`src/rtl/aes_pkg.sv`:
```
// aes_pkg: shared AES widths, byte addressing, scheduler state and grant encodings
package aes_pkg;
    localparam int AES_STATE_W = 128;
    localparam int AES_WORD_W  = 32;
    localparam int AES_BYTES   = 16;
    typedef enum logic [1:0] {IDLE, BUSY_ST, BUSY_KW} state_t;
    typedef enum logic {GRANT_ST, GRANT_KW} grant_t;
    // byte i occupies bits 8i..8i+7 of an ascending-range vector
    function automatic int unsigned byte_lsb(input int unsigned i);
        return 8 * i;
    endfunction
endpackage

```
`src/rtl/aes_sbox.sv`:
```
// aes_sbox: combinational AES forward S-box lookup
module aes_sbox (
    input  logic [7:0] in_i,
    output logic [7:0] out_o
);
    localparam logic [0:2047] TABLE = {
        128'h637c777bf26b6fc53001672bfed7ab76,
        128'hca82c97dfa5947f0add4a2af9ca472c0,
        128'hb7fd9326363ff7cc34a5e5f171d83115,
        128'h04c723c31896059a071280e2eb27b275,
        128'h09832c1a1b6e5aa0523bd6b329e32f84,
        128'h53d100ed20fcb15b6acbbe394a4c58cf,
        128'hd0efaafb434d338545f9027f503c9fa8,
        128'h51a3408f929d38f5bcb6da2110fff3d2,
        128'hcd0c13ec5f974417c4a77e3d645d1973,
        128'h60814fdc222a908846eeb814de5e0bdb,
        128'he0323a0a4906245cc2d3ac629195e479,
        128'he7c8376d8dd54ea96c56f4ea657aae08,
        128'hba78252e1ca6b4c6e8dd741f4bbd8b8a,
        128'h703eb5664803f60e613557b986c11d9e,
        128'he1f8981169d98e949b1e87e9ce5528df,
        128'h8ca1890dbfe6426841992d0fb054bb16
    };
    assign out_o = TABLE[{in_i, 3'b000} +: 8];
endmodule

```
`src/rtl/subbytes_sched.sv`:
```
// subbytes_sched: iterative SubBytes/SubWord engine sharing LANES S-boxes between cipher and key schedule
module subbytes_sched
    import aes_pkg::*;
#(
    parameter int LANES = 4
) (
    input  logic                   clk,
    input  logic                   rst,
    input  logic                   st_valid,
    output logic                   st_ready,
    input  logic [0:AES_STATE_W-1] st_in,
    output logic [0:AES_STATE_W-1] st_out,
    output logic                   st_done,
    input  logic                   kw_valid,
    output logic                   kw_ready,
    input  logic [0:AES_WORD_W-1]  kw_in,
    output logic [0:AES_WORD_W-1]  kw_out,
    output logic                   kw_done,
    output logic                   busy
);
    localparam int ST_N = AES_BYTES / LANES;
    localparam int KW_N = (LANES >= 4) ? 1 : 4 / LANES;

    state_t                  state_q, state_d;
    grant_t                  last_q, last_d, grant;
    logic [3:0]              cnt_q, cnt_d;
    logic [0:AES_STATE_W-1]  work_q, work_d, res_q, res_d, st_out_q, st_out_d;
    logic [0:AES_WORD_W-1]   kw_out_q, kw_out_d;
    logic                    st_done_q, st_done_d, kw_done_q, kw_done_d, last_chunk;
    logic [3:0]              lane_idx [LANES];
    logic [7:0]              lane_in [LANES];
    logic [7:0]              lane_out [LANES];

    for (genvar g = 0; g < LANES; g++) begin : g_lane
        assign lane_idx[g] = 4'(int'(cnt_q) * LANES + g);
        assign lane_in[g]  = work_q[byte_lsb(lane_idx[g]) +: 8];
        aes_sbox u_sbox (.in_i(lane_in[g]), .out_o(lane_out[g]));
    end

    // on contention, favour whoever was not served last
    assign grant = (st_valid && kw_valid) ? (last_q == GRANT_ST ? GRANT_KW : GRANT_ST)
                                          : (kw_valid ? GRANT_KW : GRANT_ST);
    assign st_ready   = !rst && state_q == IDLE && grant == GRANT_ST;
    assign kw_ready   = !rst && state_q == IDLE && grant == GRANT_KW;
    assign last_chunk = cnt_q == 4'((state_q == BUSY_ST ? ST_N : KW_N) - 1);
    assign busy       = state_q != IDLE;
    assign st_out     = st_out_q;
    assign kw_out     = kw_out_q;
    assign st_done    = st_done_q;
    assign kw_done    = kw_done_q;

    always_comb begin
        state_d   = state_q;
        last_d    = last_q;
        cnt_d     = cnt_q;
        work_d    = work_q;
        res_d     = res_q;
        st_out_d  = st_out_q;
        kw_out_d  = kw_out_q;
        st_done_d = 1'b0;
        kw_done_d = 1'b0;
        if (state_q != IDLE) begin
            for (int k = 0; k < LANES; k++) res_d[byte_lsb(lane_idx[k]) +: 8] = lane_out[k];
            cnt_d = cnt_q + 4'd1;
        end
        if (st_ready && st_valid) begin
            work_d  = st_in;
            cnt_d   = '0;
            last_d  = GRANT_ST;
            state_d = BUSY_ST;
        end else if (kw_ready && kw_valid) begin
            work_d  = {kw_in, {(AES_STATE_W - AES_WORD_W){1'b0}}};
            cnt_d   = '0;
            last_d  = GRANT_KW;
            state_d = BUSY_KW;
        end
        if (last_chunk && state_q == BUSY_ST) begin
            st_out_d  = res_d;
            st_done_d = 1'b1;
            state_d   = IDLE;
        end else if (last_chunk && state_q == BUSY_KW) begin
            kw_out_d  = res_d[0:AES_WORD_W-1];
            kw_done_d = 1'b1;
            state_d   = IDLE;
        end
    end

    always_ff @(posedge clk or posedge rst) begin
        if (rst) begin
            state_q   <= IDLE;
            last_q    <= GRANT_KW;
            cnt_q     <= '0;
            work_q    <= '0;
            res_q     <= '0;
            st_out_q  <= '0;
            kw_out_q  <= '0;
            st_done_q <= 1'b0;
            kw_done_q <= 1'b0;
        end else begin
            state_q   <= state_d;
            last_q    <= last_d;
            cnt_q     <= cnt_d;
            work_q    <= work_d;
            res_q     <= res_d;
            st_out_q  <= st_out_d;
            kw_out_q  <= kw_out_d;
            st_done_q <= st_done_d;
            kw_done_q <= kw_done_d;
        end
    end
endmodule

```
`config.mk`:
```
export PLATFORM = sky130hd
export DESIGN_NAME = subbytes_sched
export DESIGN_NICKNAME = d
export VERILOG_FILES = /design/src/rtl/aes_pkg.sv /design/src/rtl/aes_sbox.sv /design/src/rtl/subbytes_sched.sv
export SDC_FILE = /design/constraint.sdc
export NUM_CORES = 2
export LEC_CHECK = 0
export ABC_AREA = 0
export BUFFER_PORTS_ARGS = -buffer_cell sky130_fd_sc_hd__buf_4
export CAP_MARGIN = 15
export CORE_UTILIZATION = 45
export CTS_BUF_LIST = sky130_fd_sc_hd__clkbuf_16
export DETAILED_ROUTE_END_ITERATION = 8
export PLACE_DENSITY_LB_ADDON = 0.1
export SYNTH_ARGS = -nofsm -noshare
export SYNTH_HDL_FRONTEND = slang
export SYNTH_HIERARCHICAL = 1
export SYNTH_SLANG_ARGS = --single-unit
```
`constraint.sdc`:
```
create_clock -name clk -period 13.4 [get_ports clk]
set_input_delay 1.34 -clock clk [delete_from_list [all_inputs] [get_ports clk]]
set_output_delay 1.34 -clock clk [all_outputs]
set_load 0.01 [all_outputs]
```
==> metrics list <==
- Via density per instance: 7.029
- Rel. slew slack: 0.1127
- Share of final-layout standard cells stronger than drive strength 1: 0.2205
* Aggregate negative setup slack: 0 ns
* Yosys warning total: 6
- The number of max-slew violations in the final report came to 0.
- The run finished with clean final reports.
- Compared with the post-synthesis result, the final layout area differs by 11.75%.
- ANT nets after route: 0
* # Max-Cap Violations: 0
- Mux share of post-synthesis cell area: 0.1055
* Die width: 265.7 microns
- Max FO, Critical Path: 31
- Cell area after synthesis: 31290 sq um
- First DRT Iteration DRCs: 5050
- After detailed routing, the average wire length per cell comes to 30.09 microns.
* Number of antenna violations at the first check in global routing: 10
- The initial utilization of the core area, before any placement, comes to 0.4554.
- Total number of clock tree sinks: 425
* RSZ-0062 raised after global routing: false
* Slew at the pin with the worst max-slew slack: 1.328 ns
- The number of global-route vias before repair was between 30000 and 40000.
- Util after Layout: 0.5089
- Wire length of the first global-routing pass: 202500 microns
- Setup Fix Bufs, Post-CTS: 0
* Largest net degree at the start of global routing: between 150 and 200
- Total of fill cells in the finished design: 6494
- In this run the mean area of a mapped cell was roughly 9 sq um.
- In this run the tool buffered the top-level ports with 328 buffer cells.
- Once placement finished, the instance area stood at 33490 sq um.
- Hold Vio Cnt, Final: 0
* Root buffer cell: sky130_fd_sc_hd__clkbuf_16
- For this design the top-level I/O count stands at 329.
- STA puts the critical path data arrival time at 6.65 ns.
* Post-layout nets: 3787
- Clock-pin slew was measured on the worst setup and hold paths at 0.06 ns.
* Startpoint class of the critical path: flip-flop
- Counting every net in the synthesized netlist gives 3763.
* Mapped Cells: roughly 3500
* Post-synthesis async set-or-reset flop share: 1.000
- Post-route cell area: roughly 35000 sq um
- The top cell types in the final layout, fill and taps aside, are sky130_fd_sc_hd__dfrtp_1 (422), sky130_fd_sc_hd__buf_4 (381), sky130_fd_sc_hd__nand2_1 (300).
- Number of synthesized register bits: 425
* Core ar.: 68710 sq um
* Pre-antenna DRT Iters: 7
- Post-layout min period: 6.115 ns
- Worst-skew pair later-pin latency: just over 0.6 ns
- Sum of routed wire length over all layers: 136500 microns
* Setup CP Type: flip-flop to flip-flop
* DRC viols: 0
- Hold repair after CTS inserted 0 buffers.
* Maximum buffer depth of the clock tree: 3
* Most common cell after layout, fill and taps aside: sky130_fd_sc_hd__dfrtp_1
- Row count: 96
* Global router's overall resource usage: 0.3769
* Post-detail-place hpwl: 92170 microns
- Number of cells upsized or downsized after cts: 0
* TritonCTS clock tree: yes
- The H-tree was split into 2 levels.
- Of the total synthesized cell area, the portion taken by full adders, half adders and majority gates is 0.02559.
- Period utilisation layout: 0.4564
- Total vias in the final route: approximately 32000
- Endpoints failing setup: 0
* Die H: 265.7 microns
* Max Clock Freq: 0.1635 GHz
* Overall overflow remaining after global route: 0
- Register area share after synthesis: 0.3399
* Worst hold path type: flip-flop to flip-flop
- Most used flip-flop cell after synthesis: sky130_fd_sc_hd__dfrtp_1
* Area fraction in compound gates after synthesis: 0.2849
- Endpoint type of the worst setup path: flip-flop
- Main combinational cell family by area after synthesis: compound AO/OA/AOI/OAI gates
* Fraction of synthesized cell area in xor and xnor cells: 0.003359
* Required time of the critical path: 13.94 ns
- Count of unique library cells instantiated by Yosys: a little over 90
* Final worst clock skew: 0.02766 ns
- The die covers 70590 sq um.
* Number of flops mapped to enable cells by yosys: 0
- Clock buffers created by TritonCTS: 47
- Weighted congestion at the end of routability-driven global placement: roughly 1.0
- Post-Synth Simple-Gate Area: 0.1707
[flip-flops by register name, summed over array words and instances, names as in the netlist]
| name | cells |
|---|---|
| kw_out | 32 |
| work_q | 128 |
| state_q | 2 |
| cnt_q | 4 |
| st_out | 128 |
| kw_done | 1 |
| st_done | 1 |
| res_q | 128 |
| last_q | 1 |
[cell type report]
class | instances | area, sq um | area share
antenna | 9 | 22.52 | 0.0006441
clock buffer | 47 | 1176 | 0.03364
clock inverter | 39 | 280.3 | 0.008015
inverter | 66 | 255.2 | 0.007300
multi-input combinational | 2635 | 18520 | 0.5296
sequential | 425 | 10640 | 0.3044
tap | 931 | 1165 | 0.03331
timing repair buffer | 384 | 2905 | 0.08309
[critical path, cell delays in order (launching register included)]
cell and delay (ns):
sky130_fd_sc_hd__dfrtp_4 0.67, sky130_fd_sc_hd__buf_4 0.48, sky130_fd_sc_hd__mux4_2 0.32, sky130_fd_sc_hd__buf_4 0.38, sky130_fd_sc_hd__clkinv_1 0.49, sky130_fd_sc_hd__ha_1 0.98, sky130_fd_sc_hd__and2b_1 0.39, sky130_fd_sc_hd__nor3_1 0.24
sky130_fd_sc_hd__nor3_1 0.08, sky130_fd_sc_hd__a311oi_1 0.30, sky130_fd_sc_hd__a2111oi_0 0.11, sky130_fd_sc_hd__nor4_1 0.94, sky130_fd_sc_hd__nor3b_1 0.26, sky130_fd_sc_hd__mux2_2 0.20, sky130_fd_sc_hd__mux2_2 0.15
[kinds of logic after synthesis]
kind of cell,after synthesis
AO/OA/AOI/OAI,1245
AND/OR/NAND/NOR,1073
buffers and inverters,475
flip-flops,425
multiplexers,241
adder cells (fa/ha/maj),64
XOR/XNOR,12
[synth_stat cells (53+ instances only)]
| library cell | n | area, sq um |
|---|---|---|
| sky130_fd_sc_hd__mux4_2 | 54 | 1216 |
| sky130_fd_sc_hd__inv_1 | 56 | 210.2 |
| sky130_fd_sc_hd__o211ai_1 | 65 | 488.0 |
| sky130_fd_sc_hd__a21oi_1 | 198 | 991.0 |
| sky130_fd_sc_hd__buf_2 | 152 | 760.7 |
| sky130_fd_sc_hd__nand2_1 | 300 | 1126 |
| sky130_fd_sc_hd__dfrtp_1 | 424 | 10610 |
| sky130_fd_sc_hd__a22o_1 | 103 | 902.1 |
| sky130_fd_sc_hd__a211oi_1 | 60 | 450.4 |
| sky130_fd_sc_hd__nand3_1 | 130 | 650.6 |
| sky130_fd_sc_hd__clkbuf_1 | 201 | 754.5 |
| sky130_fd_sc_hd__nor2_1 | 202 | 758.2 |
| sky130_fd_sc_hd__o21ba_2 | 60 | 600.6 |
| sky130_fd_sc_hd__o21ai_0 | 256 | 1281 |
| sky130_fd_sc_hd__nor3_1 | 98 | 490.5 |
| sky130_fd_sc_hd__nand2b_1 | 79 | 494.2 |
| sky130_fd_sc_hd__a2111oi_0 | 78 | 683.2 |
| sky130_fd_sc_hd__a31oi_1 | 68 | 425.4 |
| sky130_fd_sc_hd__ha_1 | 64 | 800.8 |
| sky130_fd_sc_hd__a311oi_1 | 53 | 464.2 |
| sky130_fd_sc_hd__mux2_2 | 156 | 1757 |
[routing by layer]
layer / routed length (microns) / global-route usage
met2: 61370 / 0.5804
met3: 14280 / 0.07967
met1: 53030 / 0.5004
met4: 7781 / 0.1912
met5: 23 / 0
[worst paths after layout]
kind / start / endpoint / slack, ns / depth (start not counted)
setup reg to reg: cnt_q[0]$_DFFE_PP0P_ / st_out[26]$_DFFE_PP0N_ / 7.28 / 14
hold reg to reg: res_q[55]$_DFF_PP0_ / res_q[55]$_DFF_PP0_ / 0.48 / 2
min in group asynchronous: rst / work_q[19]$_DFFE_PP0P_ / 0.92 / 2
max in group asynchronous: rst / kw_out[23]$_DFFE_PP0P_ / 10.38 / 4
hold / removal: res_q[55]$_DFF_PP0_ / res_q[55]$_DFF_PP0_ / 0.48 / 2
setup / recovery: cnt_q[0]$_DFFE_PP0P_ / st_out[26]$_DFFE_PP0N_ / 7.28 / 14
[per-stage QoR]
stage               instances  hold slack, ns  setup slack [ns]
global route             4534          0.4996             6.968
detailed placement       4441          0.4654             7.435
finish                   4536          0.4788             7.285
CTS                      4527          0.4816             7.434
floorplan                3535          0.4458            0.2284
global placement         4440          0.4576             7.267
Power is left out: the tool's default activity adds up to more than one toggle a clock period on the data nets, which glitch-free logic cannot reach.
